$ cat config.mk
export PLATFORM = sky130hd
export DESIGN_NAME = bp_io_cmd_wormhole_arbiter
export DESIGN_NICKNAME = d
export VERILOG_FILES = /design/src/rtl/bp_me_pkg.sv /design/src/rtl/bp_io_rr_picker.sv /design/src/rtl/bp_io_cmd_wormhole_arbiter.sv
export SDC_FILE = /design/constraint.sdc
export NUM_CORES = 1
export LEC_CHECK = 0
export BUFFER_PORTS_ARGS = -buffer_cell sky130_fd_sc_hd__buf_4
export CAP_MARGIN = 20
export CORE_MARGIN = 2
export CORE_UTILIZATION = 38
export CTS_CLUSTER_DIAMETER = 50
export DETAILED_ROUTE_END_ITERATION = 10
export PLACE_DENSITY = 0.74
export SLEW_MARGIN = 20
export SYNTH_ARGS = -nofsm -noshare
export SYNTH_HDL_FRONTEND = slang
export SYNTH_SLANG_ARGS = --single-unit
$ cat constraint.sdc
create_clock -name io_clk_i -period 4.4 [get_ports io_clk_i]
set_clock_uncertainty 0.15 [all_clocks]
set_input_delay 0.22 -clock io_clk_i [delete_from_list [all_inputs] [get_ports io_clk_i]]
set_output_delay 0.22 -clock io_clk_i [all_outputs]
set_load 0.1 [all_outputs]
$ cat src/rtl/bp_me_pkg.sv
// rtl/bp_me_pkg.sv - shared I/O NoC widths, wormhole header and arbiter state types
package bp_me_pkg;

    localparam int io_noc_flit_width_p = 16;
    localparam int io_noc_cord_width_p = 4;
    localparam int io_noc_len_width_p  = 3;

    // Header occupies the low bits of the first flit: len above cord.
    typedef struct packed {
        logic [io_noc_len_width_p-1:0]  len;
        logic [io_noc_cord_width_p-1:0] cord;
    } bp_io_wh_hdr_s;

    typedef enum logic [1:0] {
        e_idle,
        e_hdr,
        e_body
    } bp_io_wh_arb_state_e;

endpackage

$ cat src/rtl/bp_io_rr_picker.sv
// rtl/bp_io_rr_picker.sv - combinational round-robin picker starting after last
//
// Ports:
//   req       - request vector
//   last      - index of the previous winner; search starts at last+1
//   grant     - one-hot winner, all zero when no request
//   grant_idx - index of the winner, zero when no request
module bp_io_rr_picker #(
    parameter int num_req_p    = 4,
    parameter int lg_num_req_p = $clog2(num_req_p)
) (
    input  logic [num_req_p-1:0]    req,
    input  logic [lg_num_req_p-1:0] last,
    output logic [num_req_p-1:0]    grant,
    output logic [lg_num_req_p-1:0] grant_idx
);

    int                      idx;
    logic [lg_num_req_p-1:0] idx_c;

    // Walk from the lowest priority (offset num_req_p, i.e. last itself)
    // to the highest (offset 1); later hits overwrite earlier ones.
    always_comb begin
        grant     = '0;
        grant_idx = '0;
        idx       = 0;
        idx_c     = '0;
        for (int off = num_req_p; off >= 1; off--) begin
            idx   = (int'(last) + off) % num_req_p;
            idx_c = lg_num_req_p'(idx);
            if (req[idx_c]) begin
                grant        = '0;
                grant[idx_c] = 1'b1;
                grant_idx    = idx_c;
            end
        end
    end

endmodule

$ cat src/rtl/bp_io_cmd_wormhole_arbiter.sv
// rtl/bp_io_cmd_wormhole_arbiter.sv - packet-atomic round-robin merge of io_cmd wormhole streams
//
// Ports:
//   io_clk_i, io_reset_n_i  - clock, synchronous active-low reset
//   data_i, v_i, ready_and_o - per-requester flit streams (ready-and handshake)
//   data_o, v_o, ready_and_i - merged link stream
//   grant_o                  - one-hot current owner, zero when none
//   busy_o                   - a packet is locked (HDR or BODY)
module bp_io_cmd_wormhole_arbiter
    import bp_me_pkg::*;
#(
    parameter int num_req_p    = 4,
    parameter int flit_width_p = io_noc_flit_width_p,
    parameter int cord_width_p = io_noc_cord_width_p,
    parameter int len_width_p  = io_noc_len_width_p
) (
    input  logic                              io_clk_i,
    input  logic                              io_reset_n_i,
    input  logic [num_req_p*flit_width_p-1:0] data_i,
    input  logic [num_req_p-1:0]              v_i,
    output logic [num_req_p-1:0]              ready_and_o,
    output logic [flit_width_p-1:0]           data_o,
    output logic                              v_o,
    input  logic                              ready_and_i,
    output logic [num_req_p-1:0]              grant_o,
    output logic                              busy_o
);

    localparam int lg_w = $clog2(num_req_p);

    bp_io_wh_arb_state_e state_r, state_n;
    logic [len_width_p-1:0] cnt_r, cnt_n;
    logic [lg_w-1:0]        owner_r, owner_n;
    logic [lg_w-1:0]        last_r, last_n;

    logic [num_req_p-1:0]    pick_grant;
    logic [lg_w-1:0]         pick_idx;
    logic [num_req_p-1:0]    locked_oh;
    logic [num_req_p-1:0]    owner_oh;
    logic [lg_w-1:0]         owner_idx;
    logic                    idle;
    logic                    hs;
    logic [len_width_p-1:0]  hdr_len;
    logic [flit_width_p-1:0] req_flit [num_req_p];

    bp_io_rr_picker #(
        .num_req_p    (num_req_p),
        .lg_num_req_p (lg_w)
    ) picker (
        .req       (v_i),
        .last      (last_r),
        .grant     (pick_grant),
        .grant_idx (pick_idx)
    );

    for (genvar k = 0; k < num_req_p; k++) begin : g_unpack
        assign req_flit[k] = data_i[k*flit_width_p +: flit_width_p];
    end

    always_comb begin
        locked_oh          = '0;
        locked_oh[owner_r] = 1'b1;
    end

    // Only IDLE consults the picker; once locked, v_i changes cannot move the grant.
    assign idle      = (state_r == e_idle);
    assign owner_oh  = idle ? pick_grant : locked_oh;
    assign owner_idx = idle ? pick_idx : owner_r;

    assign data_o      = req_flit[owner_idx];
    assign grant_o     = io_reset_n_i ? owner_oh : '0;
    assign v_o         = io_reset_n_i & (|(v_i & owner_oh));
    assign ready_and_o = grant_o & {num_req_p{ready_and_i}};
    assign busy_o      = io_reset_n_i & ~idle;

    assign hs      = v_o & ready_and_i;
    assign hdr_len = data_o[cord_width_p +: len_width_p];

    always_comb begin
        state_n = state_r;
        cnt_n   = cnt_r;
        owner_n = owner_r;
        last_n  = last_r;
        case (state_r)
            e_idle: begin
                if (hs) begin
                    if (hdr_len == '0) begin
                        last_n = pick_idx;
                    end else begin
                        state_n = e_body;
                        cnt_n   = hdr_len;
                        owner_n = pick_idx;
                    end
                end else if (|v_i) begin
                    state_n = e_hdr;
                    owner_n = pick_idx;
                end
            end
            e_hdr: begin
                if (hs) begin
                    if (hdr_len == '0) begin
                        state_n = e_idle;
                        last_n  = owner_r;
                    end else begin
                        state_n = e_body;
                        cnt_n   = hdr_len;
                    end
                end
            end
            e_body: begin
                if (hs) begin
                    cnt_n = cnt_r - len_width_p'(1);
                    if (cnt_r == len_width_p'(1)) begin
                        state_n = e_idle;
                        last_n  = owner_r;
                    end
                end
            end
            default: begin
                state_n = e_idle;
            end
        endcase
    end

    always_ff @(posedge io_clk_i) begin
        if (!io_reset_n_i) begin
            state_r <= e_idle;
            cnt_r   <= '0;
            owner_r <= '0;
            last_r  <= lg_w'(num_req_p - 1);
        end else begin
            state_r <= state_n;
            cnt_r   <= cnt_n;
            owner_r <= owner_n;
            last_r  <= last_n;
        end
    end

endmodule

==> impl_metrics.json <==
{
  "outcome": "complete, no violations",
  "routed-via-count": 2266,
  "tightest_slew_ns": 0.682,
  "synthXorXnorAreaFrac_pct": 0,
  "r2r_end": "cnt_r[2]$_SDFFE_PN0P_",
  "crit_fanout": 26,
  "grt_max_degree": 31,
  "syn-num-nets": 336,
  "core_mm2": 0.00507,
  "syn_inst": 253,
  "grt_pass1_vias": 2211,
  "synth_seq_cells": 9,
  "whs_endpoint": "last_r[0]$_SDFFE_PN1P_",
  "rows": 26,
  "die-height_um": 76.4,
  "cts.sinks": 9,
  "drt_iter0_drc": 146,
  "wl_per_cell_um": 14.7,
  "drv_slew": 0,
  "synth_compound_area_share_pct": 27.7,
  "holdCritStartpoint": "io_reset_n_i",
  "cts_tree": "yes",
  "drive_above_1_share_pct": 43.1,
  "slew-limit-headroom_pct": 54.2,
  "crit_path_start_kind": "flip-flop",
  "cts_root_buf": "clkbuf_8",
  "drc": 0,
  "insertedDiodeCount": 0,
  "synthDistinctLibCells": 58,
  "io_pins": 97,
  "cts_buffers": 3,
  "clock_insertion_delay_worst_skew_ns": 0.24,
  "synth_top_area_share_pct": 14.6,
  "cts_resized": 0,
  "fin_tns_setup_ns": 0,
  "grtUsageTotal_pct": 21.0,
  "cts_hold_buf": 0,
  "yosys.area_share.adder_pct": 7.53,
  "seq_area_frac_synth_pct": 9.03,
  "synthSimpleGateAreaFrac_pct": 19.8,
  "whs_path_depth": 2,
  "synth_area_leaders": "mux2i_1 (15%), dfxtp_1 (9.0%), mux2_2 (9.0%), ha_1 (7.5%), o21ai_0 (5.8%)",
  "wirelength_um": 6020,
  "hold_violations": 0,
  "path_clk_slew_ns": 0.05,
  "path_class": "flip-flop to output port",
  "grt_overflow_total": 0,
  "htree_num_levels": 1,
  "synthMuxAreaShare_pct": 29.2,
  "floorplan.initialDensity_pct": 39.3,
  "dpl.hpwl_um": 4900,
  "syn-cell-area_mm2": 0.00199,
  "synth_top_family_by_area": "multiplexers",
  "cp.required_ns": 4.03,
  "r2r_setup_slack_ns": 0.68,
  "synth_commonest_cells": "mux2i_1 (29), nand2_1 (27), o21ai_0 (23), mux2_2 (16), nor2_1 (15)",
  "min_period_ns": 3.93,
  "fp.dieW_um": 76.4,
  "first_pass_iters": 4,
  "synth.most_common_cell": "mux2i_1",
  "r2r_cells": 10,
  "area_growth_pct": 42.4,
  "worstPathArrival_ns": 3.56,
  "grt_pass1_wl_um": 10300,
  "dp_cells": 405,
  "hold_ws_ns": 0.0820,
  "drv_cap": 0,
  "synth_edf_count": 0,
  "async_flop_share_pct": 0,
  "cp-end-kind": "output port",
  "synth_top_area_cell": "mux2i_1",
  "antenna_found_initial": 0,
  "hold_path_class": "input pin to flip-flop",
  "avgSynthCellArea_um2": 7.88,
  "fmax_mhz": 255,
  "synth-main-ff-cell": "dfxtp_1",
  "die_area_mm2": 0.00584,
  "clockBufferDepth": 2,
  "final_util_pct": 56.0,
  "post-route-period-util_pct": 89.3,
  "gp_congestion": 0.842,
  "final_cells": 409,
  "reg2reg_from": "last_r[1]$_SDFFE_PN1P_",
  "rsz0062_at_grt": "no",
  "io_buffers": 96,
  "via_per_inst": 5.54,
  "nets": 423,
  "setup_viol": 0,
  "yosysWarnings": 0,
  "post_cts_buffers": 0,
  "antenna_left": 0
}
layout make-up:
cell class | instances | area (um2)
fillers | 508 | 2230
multi-input cells | 214 | 1720
repair buffers | 99 | 756
flip-flops and latches | 9 | 180
well taps | 70 | 87.6
inverters | 13 | 48.8
clock buffers | 4 | 45.0
layer usage:
layer | GRT usage [%] | wire length, um | vias to the layer above
li1 | - | - | 1123
met1 | 25.4 | 2560 | 1039
met2 | 36.6 | 2910 | 97
met3 | 5.09 | 462 | 7
met4 | 6.55 | 95 | 0
met5 | 0 | 0 | -
flip-flops by register name, indices dropped and copies added (netlist names):
signal and cells:
last_r 2, owner_r 2, state_r 2, cnt_r 3
metrics by stage:
| step | instance area (um2) | setup WS (ns) |
|---|---|---|
| after floorplan | 2040 | 0.00832 |
| after global placement | 2800 | 0.808 |
| after detailed placement | 2800 | 0.663 |
| final | 2840 | 0.471 |
| after global routing | 2840 | 0.158 |
| after CTS | 2840 | 0.428 |
placed cells by master (no fill, tap or decap), types with 4 or more instances in the layout:
cell type	n
inv_1	12
a21oi_1	8
o21ai_1	7
nor4_1	4
nand2b_1	9
o21ai_2	12
nand2_1	27
dfxtp_1	9
nor2_1	15
mux2i_1	28
mux2_2	16
mux4_2	5
nor3_1	6
buf_4	98
ha_1	12
nor2b_1	4
o21ai_0	9
how the worst max path moves through the flow:
| stage | from | end | slack (ns) | depth (start not counted) |
|---|---|---|---|---|
| 3_3_place_gp | last_r[1]$_SDFFE_PN1P_ | cnt_r[2]$_SDFFE_PN0P_ | 0.81 | 10 |
| 5_1_grt | last_r[1]$_SDFFE_PN1P_ | data_o[11] | 0.16 | 10 |
| 4_1_cts | last_r[1]$_SDFFE_PN1P_ | data_o[9] | 0.43 | 10 |
| 6_report | last_r[1]$_SDFFE_PN1P_ | data_o[9] | 0.47 | 10 |
| 3_5_place_dp | last_r[1]$_SDFFE_PN1P_ | cnt_r[2]$_SDFFE_PN0P_ | 0.66 | 10 |
| 2_1_floorplan | last_r[0]$_SDFFE_PN1P_ | data_o[10] | 0.008 | 11 |
cell families after synthesis:
kind of cell	after synthesis
AOI/OAI and AO/OA	74
adders and majority gates	12
buffers and inverters	30
DFF	9
muxes	50
and+or+nand+nor	78
critical path, stage by stage (launching register included):
cell	delay, ns
dfxtp_1	0.53
inv_1	0.21
ha_1	0.44
mux2_2	0.37
o32ai_1	0.42
o31a_2	0.37
buf_12	0.23
mux2_2	0.35
nand2_1	0.08
o21ai_2	0.06
buf_4	0.24
Power is left out: the tool's default activity adds up to more than one toggle a clock period on the data nets, which glitch-free logic cannot reach.
